`src/rtl/ps2_pkg.sv`:
```
// ps2_pkg: shared definitions for the PS/2 mouse packet path.
//   state_t    - packet sequencer state encoding
//   SYNC_BIT.. - bit positions inside the first (status) byte of a packet
//   PKT_BYTES  - bytes per standard movement packet
package ps2_pkg;

  typedef enum logic [1:0] {
    S_IDLE   = 2'd0,
    S_B1     = 2'd1,
    S_B2     = 2'd2,
    S_COMMIT = 2'd3
  } state_t;

  localparam int SYNC_BIT  = 3;
  localparam int XSIGN     = 4;
  localparam int YSIGN     = 5;
  localparam int XOVF      = 6;
  localparam int YOVF      = 7;
  localparam int PKT_BYTES = 3;

endpackage

```
`src/rtl/ps2_timeout_counter.sv`:
```
// ps2_timeout_counter: inter-byte watchdog, down-counter with terminal-count compare.
//   clk, rst  - clock, async active-low reset
//   load      - restart the window (TIMEOUT_CYCLES-1 cycles to expiry)
//   clear     - force the count to 0 (lower priority than load)
//   run       - count enable; expire is only reported while running
//   expire    - high during the last cycle of the window
module ps2_timeout_counter #(
  parameter int TIMEOUT_CYCLES = 50000
) (
  input  logic clk,
  input  logic rst,
  input  logic load,
  input  logic clear,
  input  logic run,
  output logic expire
);

  localparam int W = (TIMEOUT_CYCLES > 2) ? $clog2(TIMEOUT_CYCLES) : 1;

  logic [W-1:0] cnt;

  always_ff @(posedge clk or negedge rst) begin
    if (!rst) begin
      cnt <= '0;
    end else if (load) begin
      cnt <= W'(TIMEOUT_CYCLES - 1);
    end else if (clear) begin
      cnt <= '0;
    end else if (run && (cnt != '0)) begin
      cnt <= cnt - 1'b1;
    end
  end

  assign expire = run && (cnt == '0);

endmodule

```
`src/rtl/ps2_packet_sequencer.sv`:
```
// ps2_packet_sequencer: assembles and validates 3-byte PS/2 mouse packets.
//   clk, rst             - clock, async active-low reset
//   en                   - enable; low drops any partial packet
//   clr_cnt              - synchronous clear of pkt_cnt / err_cnt
//   byte_valid/byte_data - byte strobe and data from the PS/2 receiver
//   x_axis, y_axis       - 9-bit signed deltas of the last accepted packet
//   buttons              - {M, R, L} of the last accepted packet
//   package_done         - one-cycle pulse, outputs valid while high
//   pkt_cnt, err_cnt     - accepted packets (wraps), error events (saturates)
//
// state    | meaning
// S_IDLE   | waiting for a status byte with the sync bit set
// S_B1     | status byte held, waiting for X byte
// S_B2     | X byte held, waiting for Y byte
// S_COMMIT | full packet held, outputs load at the end of this cycle
module ps2_packet_sequencer
  import ps2_pkg::*;
#(
  parameter int TIMEOUT_CYCLES = 50000,
  parameter int CNT_W          = 16
) (
  input  logic             clk,
  input  logic             rst,
  input  logic             en,
  input  logic             clr_cnt,
  input  logic             byte_valid,
  input  logic [7:0]       byte_data,
  output logic [8:0]       x_axis,
  output logic [8:0]       y_axis,
  output logic [2:0]       buttons,
  output logic             package_done,
  output logic [CNT_W-1:0] pkt_cnt,
  output logic [7:0]       err_cnt
);

  state_t     state, next_state;
  logic [7:0] b0, b1, b2;
  logic       lat0, lat1, lat2;
  logic       commit;
  logic       err_sync, err_tmo, err_ovf, err_late;
  logic [1:0] err_inc;
  logic [8:0] err_sum;
  logic       tmo_run, tmo_expire;

  assign tmo_run = en && ((state == S_B1) || (state == S_B2));

  ps2_timeout_counter #(.TIMEOUT_CYCLES(TIMEOUT_CYCLES)) u_timeout (
    .clk    (clk),
    .rst    (rst),
    .load   (en && byte_valid),
    .clear  (!en),
    .run    (tmo_run),
    .expire (tmo_expire)
  );

  always_ff @(posedge clk or negedge rst) begin
    if (!rst) state <= S_IDLE;
    else      state <= next_state;
  end

  always_comb begin
    next_state = state;
    lat0       = 1'b0;
    lat1       = 1'b0;
    lat2       = 1'b0;
    commit     = 1'b0;
    err_sync   = 1'b0;
    err_tmo    = 1'b0;
    err_late   = 1'b0;
    if (!en) begin
      next_state = S_IDLE;
    end else begin
      case (state)
        S_IDLE: begin
          if (byte_valid) begin
            if (byte_data[SYNC_BIT]) begin
              lat0       = 1'b1;
              next_state = S_B1;
            end else begin
              err_sync = 1'b1;
            end
          end
        end
        S_B1: begin
          // A byte arriving in the expiry cycle is kept.
          if (byte_valid) begin
            lat1       = 1'b1;
            next_state = S_B2;
          end else if (tmo_expire) begin
            err_tmo    = 1'b1;
            next_state = S_IDLE;
          end
        end
        S_B2: begin
          if (byte_valid) begin
            lat2       = 1'b1;
            next_state = S_COMMIT;
          end else if (tmo_expire) begin
            err_tmo    = 1'b1;
            next_state = S_IDLE;
          end
        end
        S_COMMIT: begin
          commit     = 1'b1;
          err_late   = byte_valid;
          next_state = S_IDLE;
        end
        default: next_state = S_IDLE;
      endcase
    end
  end

  assign err_ovf = commit && (b0[XOVF] || b0[YOVF]);
  // Overflow and a stray byte in S_COMMIT can coincide; count both.
  assign err_inc = 2'(err_sync) + 2'(err_tmo) + 2'(err_ovf) + 2'(err_late);
  assign err_sum = {1'b0, err_cnt} + 9'(err_inc);

  always_ff @(posedge clk or negedge rst) begin
    if (!rst) begin
      b0 <= '0;
      b1 <= '0;
      b2 <= '0;
    end else begin
      if (lat0) b0 <= byte_data;
      if (lat1) b1 <= byte_data;
      if (lat2) b2 <= byte_data;
    end
  end

  always_ff @(posedge clk or negedge rst) begin
    if (!rst) begin
      x_axis       <= '0;
      y_axis       <= '0;
      buttons      <= '0;
      package_done <= 1'b0;
    end else begin
      package_done <= commit;
      if (commit) begin
        x_axis  <= b0[XOVF] ? 9'd0 : {b0[XSIGN], b1};
        y_axis  <= b0[YOVF] ? 9'd0 : {b0[YSIGN], b2};
        buttons <= b0[2:0];
      end
    end
  end

  always_ff @(posedge clk or negedge rst) begin
    if (!rst) begin
      pkt_cnt <= '0;
      err_cnt <= '0;
    end else if (clr_cnt) begin
      pkt_cnt <= '0;
      err_cnt <= '0;
    end else begin
      if (commit) pkt_cnt <= pkt_cnt + 1'b1;
      err_cnt <= err_sum[8] ? 8'hFF : err_sum[7:0];
    end
  end

endmodule

```
`config.mk`:
```
export PLATFORM = sky130hd
export DESIGN_NAME = ps2_packet_sequencer
export DESIGN_NICKNAME = d
export VERILOG_FILES = /design/src/rtl/ps2_pkg.sv /design/src/rtl/ps2_timeout_counter.sv /design/src/rtl/ps2_packet_sequencer.sv
export SDC_FILE = /design/constraint.sdc
export NUM_CORES = 1
export LEC_CHECK = 0
export BUFFER_PORTS_ARGS = -buffer_cell sky130_fd_sc_hd__buf_2
export CAP_MARGIN = 20
export CORE_MARGIN = 2
export CORE_UTILIZATION = 34
export CTS_BUF_LIST = sky130_fd_sc_hd__clkbuf_4
export DETAILED_ROUTE_END_ITERATION = 6
export PLACE_DENSITY = 0.62
export SETUP_SLACK_MARGIN = 0.4
export SYNTH_ARGS = -nofsm -noshare
export SYNTH_HDL_FRONTEND = slang
export SYNTH_HIERARCHICAL = 1
export SYNTH_SLANG_ARGS = --single-unit
```
`constraint.sdc`:
```
create_clock -name clk -period 5.8 [get_ports clk]
set_input_delay 0.29 -clock clk [delete_from_list [all_inputs] [get_ports clk]]
set_output_delay 0.29 -clock clk [all_outputs]
set_load 0.01 [all_outputs]
```
* Word-level counts from Yosys, hierarchy flattened *
Index checks and enable logic that the tools add are counted.

word-level totals
  bits of input ports = 13
  bits in latches = 0
  output and inout bits = 46
  bits in writable memories = 0
  memory bits (read-only) = 0
  memories kept = 0
  register bits = 88

cells by class
  reductions and logical operators = 13
  bitwise logic cells = 0
  divide/modulo/power cells = 0
  shift-type cells = 0
  magnitude comparators = 0
  equal/unequal tests = 6
  add/subtract/negate cells = 6
  multiply operators = 0
  multiplexer cells = 37

operator list
  kind                                                                   number
  16-bit two-way mux                                                     5
  1-bit two-way mux                                                      21
  9-bit two-way mux                                                      2
  16-bit by 1-bit adder with 16-bit output, second input constant        1
  16-bit logical NOT                                                     1
  8-bit two-way mux                                                      2
  16-bit nonzero test                                                    1
  16-bit by 1-bit subtractor with 16-bit output, second input constant   1
  2-bit two-way mux                                                      6
  8-bit by 2-bit adder with 9-bit output                                 1
  2-bit one-hot mux with 4 select lines                                  1
  3-bit != test, second input constant                                   2
  1-bit logical AND                                                      5
  2-bit by 1-bit adder with 2-bit output                                 2
  2-bit equality test, second input constant                             2
  3-bit by 1-bit != test with 1-bit output, second input constant        1
  1-bit by 1-bit adder with 2-bit output                                 1
  2-bit by 1-bit equality test with 1-bit output, second input constant  1
  2-bit logical NOT                                                      1
  1-bit logical OR                                                       2
  2-bit AND reduction                                                    1
  2-bit nonzero test                                                     1
  2-bit OR reduction                                                     1

* Logic depth before layout (Yosys ltp) *
  depth after elaboration = 14
  depth in mapped cells = 17

* Hierarchy *
The synthesis kept the hierarchy.

modules (own cells, without submodules)
  module                sequential area each (sq um)  instances  cells an instance  area each (sq um)
  ps2_packet_sequencer  1776.7                        1          301                3216.8
  ps2_timeout_counter   400.4                         1          121                1058.5

* Worst setup path after synthesis *
No wires, ideal clock.

  path kind = register -> register
  start = register state[0]
  end = register err_cnt[6]
  stages on the path, launching flop included = 18
  setup time = 0.132 ns
  clock period less this slack = 4.131 ns
  arrival time = 3.999 ns
  path slack = 1.669 ns
  path through = dfrtp_1 -> inv_1 -> ha_1 -> and2_2 -> clkbuf_1 -> clkbuf_1 -> and4_1 -> nor2b_1 -> nand2_1 -> fa_1 -> inv_1 -> ha_1 -> xnor2_1 -> fa_1 -> nand4_1 -> or4b_2 -> o21ai_0 -> nor2_1

between the ends
  longest elaborated chain between the ends = 14
  elaborated cells between the ends (all ways) = 25

ends and longest elaborated chain
  item                                                                                          line                                                    source
  start, declared                                                                               ps2_packet_sequencer.sv:36                              state_t state, next_state;
  start signal, assigned                                                                        ps2_packet_sequencer.sv:58                              else state <= next_state;
  2-bit by 1-bit equality test with 1-bit output / 2-bit equality test (equally long branches)  ps2_packet_sequencer.sv:45                              assign tmo_run = en && ((state == S_B1) || (state == S_B2));
  1-bit logical OR *                                                                            ps2_packet_sequencer.sv:45
  1-bit logical AND *                                                                           ps2_packet_sequencer.sv:45
  named net tmo_run                                                                             ps2_packet_sequencer.sv:43                              logic tmo_run, tmo_expire;
  1-bit logical AND *                                                                           ps2_timeout_counter.sv:34                               assign expire = run && (cnt == '0);
  named net tmo_expire                                                                          ps2_packet_sequencer.sv:43
  1-bit two-way mux *                                                                           ps2_packet_sequencer.sv:89, ps2_packet_sequencer.sv:98
  1-bit two-way mux *                                                                           ps2_packet_sequencer.sv:95                              if (byte_valid) begin
  1-bit two-way mux *                                                                           --
  1-bit two-way mux *                                                                           ps2_packet_sequencer.sv:70                              if (!en) begin
  1-bit by 1-bit adder with 2-bit output *                                                      ps2_packet_sequencer.sv:115                             assign err_inc = 2'(err_sync) + 2'(err_tmo) + 2'(err_ovf) + 2'(err_late);
  2-bit by 1-bit adder with 2-bit output * (2 in series)                                        ps2_packet_sequencer.sv:115
  8-bit by 2-bit adder with 9-bit output *                                                      ps2_packet_sequencer.sv:116                             assign err_sum = {1'b0, err_cnt} + 9'(err_inc);
  8-bit two-way mux *                                                                           ps2_packet_sequencer.sv:155                             err_cnt <= err_sum[8] ? 8'hFF : err_sum[7:0];
  8-bit two-way mux *                                                                           ps2_packet_sequencer.sv:150                             end else if (clr_cnt) begin
  end signal, assigned                                                                          ps2_packet_sequencer.sv:155
  end, declared                                                                                 ps2_packet_sequencer.sv:33                              output logic [7:0] err_cnt

The timed path passes the listed nets; every way through them passes the cells marked *.
A chain may end at the register's enable or synchronous reset.

* Worst setup path after layout *
  start = register u_timeout.cnt[0]
  end = register err_cnt[6]

between the ends
  longest elaborated chain between the ends = 12

ends and longest elaborated chain
  item                                                  line                                                    source
  start, declared                                       ps2_timeout_counter.sv:20                               logic [W-1:0] cnt;
  start signal, assigned                                ps2_timeout_counter.sv:26                               cnt <= W'(TIMEOUT_CYCLES - 1);
  start signal, assigned                                ps2_timeout_counter.sv:30                               cnt <= cnt - 1'b1;
  16-bit logical NOT                                    ps2_timeout_counter.sv:34
  1-bit logical AND                                     ps2_timeout_counter.sv:34
  named net tmo_expire                                  ps2_packet_sequencer.sv:43
  1-bit two-way mux                                     ps2_packet_sequencer.sv:89, ps2_packet_sequencer.sv:98
  1-bit two-way mux                                     ps2_packet_sequencer.sv:95
  1-bit two-way mux                                     --
  1-bit two-way mux                                     ps2_packet_sequencer.sv:70
  1-bit by 1-bit adder with 2-bit output                ps2_packet_sequencer.sv:115
  2-bit by 1-bit adder with 2-bit output (2 in series)  ps2_packet_sequencer.sv:115
  8-bit by 2-bit adder with 9-bit output                ps2_packet_sequencer.sv:116
  8-bit two-way mux                                     ps2_packet_sequencer.sv:155
  8-bit two-way mux                                     ps2_packet_sequencer.sv:150

The timed path passes the listed nets, and every way through them passes these cells.

==> flow_summary_export.csv <==
group,metric,value,unit
finish,stdcell_area,4815,um2
floorplan,die_area,13490,um2
place,dp_slack,1373,ps
timing,holdWs,112.6,ps
clock_network,clock-sinks,87,
worst_setup_path,cp.arrival,4750,ps
worst_setup_path,reg2reg_depth,16,
floorplan,io_pins,59,
floorplan,core_area,12160,um2
clock_network,cts_tree,"built",
timing,period_share,76.69,%
place,placed_cell_area,4676,um2
global_route,grt_overflow,0,
timing,fin_skew,22.85,ps
timing,hold_viol,0,
min_path,hp-class,"input port to flip-flop",
synth,ys.warnings.count,6,
clock_network,clockRootBuffer,"clkbuf_4",
clock_network,h-tree-depth,3,
timing,slew_viol_final,0,
routing,wl,9.152,mm
synth,synthSimpleGateAreaFrac,23.24,%
place,place_congestion,0.8808,
synth,synth_area,4275,um2
worst_setup_path,crit_family,"simple AND/OR/NAND/NOR gates",
timing,worst_slew_pin_slew,853.4,ps
global_route,grt_util_all_layers,14.56,%
place,hpwl,6.361,mm
pwr,power_frac_clock,22.0,%
pwr,switching_share,31.26,%
worst_setup_path,worstSetupStartpointType,"flip-flop",
pwr,p_int,1.037,mW
finish,final_cells,645,
clock_network,clock_latency,430,ps
floorplan,placementRows,40,
finish,drive_above_1_share,23.06,%
timing,slew_headroom,42.97,%
routing,wl_per_cell,14.19,um
clock_network,cts_buffer_depth,2,
synth,synth-xor-area-share,2.663,%
min_path,min_from,"byte_data[2]",
timing,setup_viol,0,
worst_setup_path,crit_fanout,6,
worst_setup_path,rr_startpoint,"u_timeout/cnt[0]",
synth,synth_async_sr_flop_share,100.0,%
pwr,irDropWorstVdd,0.08856,mV
synth,synth-adder-area-share,3.863,%
global_route,grt_pass1_vias,3212,
synth,synth_top_family_by_area,"simple AND/OR/NAND/NOR gates",
floorplan,start_util,35.15,%
pwr,comb_power_share,22.5,%
run,maxCapViolCount,0,
run_status,outcome,"complete, no violations",
synth,synth_nets,447,
finish,area_growth,12.61,%
timing,min_period,4448,ps
global_route,grt_antenna_before_repair,0,
synth,ys_seq_elements,87,
routing,drt_iter0_drc,154,
pwr,p_leak,2.349,nW
worst_setup_path,path_cells,"inv_1 -> ha_1 -> or3b_2 -> nor2_1 -> and4_1 -> nor2b_1 -> nand2_1 -> fa_1 -> inv_1 -> ha_1 -> xnor2_1 -> fa_1 -> nand4_1 -> or4b_2 -> o21ai_0 -> nor2_1",
timing,setup_tns,0,ps
synth,synth.distinct_cells,55,
worst_setup_path,critPathMaxStageDelay,640,ps
timing,worst_slack,1352,ps
synth,avgSynthCellArea,10.13,um2
synth,netlist_instances,422,
pwr,powerDensity,313.2,nW/um2
finish,utilization,39.59,%
global_route,grt_pass1_wl,15.42,mm
worst_setup_path,critical_path_required,6110,ps
timing,rsz0062_at_grt,"false",
place,placed_cells,629,
synth,synth_top_area_share,50.92,%
pwr,p_total,1.508,mW
timing,max_freq,224.8,MHz
min_path,min_path_cells,2,
worst_setup_path,rrSetupSlack,1350,ps
worst_setup_path,critPathSlowestCell,"or4b_2",
synth,yosys.cell_count.top_type,"dfrtp_1",
clock_network,cts_buffers,9,
routing,antenna_left,0,
pwr,switchingPower,471.4,uW
routing,viasPerCell,5.053,
routing,firstDrtPassIters,4,
synth,synth_top_area_cell,"dfrtp_1",
synth,synth_mux_area_share,5.531,%
synth,synth_area_leaders,"dfrtp_1 51%, nand2_1 6.1%, mux2_2 5.5%",
pwr,seq_power_share,55.5,%
floorplan,die_x,116.1,um
finish,num-fill-cells,1228,
global_route,grt_max_degree,58,
synth,synth-edff-count,0,
worst_setup_path,critPathCaptureType,"flip-flop",
min_path,holdPathEnd,"b1[2]",
worst_setup_path,worstSetupPathType,"flip-flop to flip-flop",
clock_network,post-cts-setup-buffers,0,
routing,drc,0,
finish,diodes,0,
routing,num_vias,3259,
synth,synth_compound_area_share,9.541,%
synth,yosysSeqAreaShare,50.92,%
finish,nNetsFinal,498,
place,port_buffers,58,
worst_setup_path,regToRegEndpoint,"err_cnt[6]",
synth,synth_flop_cell,"dfrtp_1",
synth,ys_top_cells_by_count,"87 x dfrtp_1, 69 x nand2_1, 33 x nor2_1",
clock_network,clkTransAtPathRegs,140,ps
floorplan,die_y,116.1,um
worst_setup_path,worstPathBufferInverterCount,2,
kinds of logic (layout without fill, tap and decap cells):
group / count (synthesis) / after routing
adders and majority gates: 12 / 12
DFF: 87 / 87
AOI/OAI and AO/OA: 60 / 60
and+or+nand+nor: 190 / 190
muxes: 21 / 21
buffers and inverters: 39 / 94
xor gates and xnor gates: 13 / 13
power by group through the flow:
stage	Clock, mW	Combinational [mW]	Sequential, mW
floorplan	0	0.215	0.850
global placement	0	0.333	0.843
detailed placement	0	0.343	0.850
CTS	0.350	0.345	0.838
global route	0.374	0.385	0.858
finish	0.332	0.339	0.837
routing by layer:
metal	track usage (%)	share of wire [%]	vias to the layer above
li1	-	-	1596
met1	19.29	46	1580
met2	23.39	48	73
met3	2.958	4.1	10
met4	6.111	1.1	0
met5	0	0	-
state kept, by name (all words and copies together), names as in the netlist, 2 cells and up:
| register | flops |
|---|---|
| y_axis | 9 |
| x_axis | 9 |
| b1 | 8 |
| buttons | 3 |
| u_timeout/cnt | 16 |
| pkt_cnt | 16 |
| b2 | 8 |
| b0 | 7 |
| err_cnt | 8 |
| state | 2 |
repair_timing:
action | in CTS | in global routing
gates resized for setup | 0 | 0
hold buffers | 1 | 0
hold endpoints to repair | 30 | 0
endpoints found under the setup margin | 0 | 0
layout make-up:
class / count / area, um2 / share of cell area (%)
Clock buffer: 9 / 67.56 / 1.403
Inverter: 19 / 71.32 / 1.481
Sequential cell: 87 / 2177 / 45.22
Tap cell: 168 / 210.2 / 4.366
Clock inverter: 6 / 61.31 / 1.273
Timing Repair Buffer: 60 / 310.3 / 6.445
Multi-Input combinational cell: 296 / 1917 / 39.81
layout by cell type (no fill, tap or decap), types with 4 or more instances in the layout:
cell / netlist / layout
o21ai_0: 7 / 7
nand3b_1: 18 / 18
nand2_1: 69 / 69
a31oi_1: 5 / 5
dfrtp_1: 87 / 87
nand4_1: 12 / 12
o31ai_1: 5 / 5
clkbuf_4: 0 / 9
and4_1: 4 / 4
a21oi_1: 21 / 21
nor2_1: 33 / 33
buf_2: 1 / 57
inv_1: 18 / 18
or4_1: 7 / 7
ha_1: 10 / 10
nor3_1: 9 / 9
nor4_1: 4 / 4
mux2_2: 21 / 21
or3_1: 6 / 6
nand3_1: 8 / 8
xor2_1: 9 / 9
xnor2_1: 4 / 4
and3_1: 4 / 4
how the worst max path moves through the flow:
stage	cells past startpoint	from	endpoint	slack, ps
2_1_floorplan	17	state[0]	err_cnt[6]	1670
3_3_place_gp	16	u_timeout/cnt[0]	err_cnt[6]	1520
3_5_place_dp	16	u_timeout/cnt[0]	err_cnt[6]	1370
4_1_cts	16	u_timeout/cnt[0]	err_cnt[6]	1340
5_1_grt	16	u_timeout/cnt[0]	err_cnt[5]	1040
6_report	16	u_timeout/cnt[0]	err_cnt[6]	1350
No activity file was read; power rests on OpenSTA's default activity.
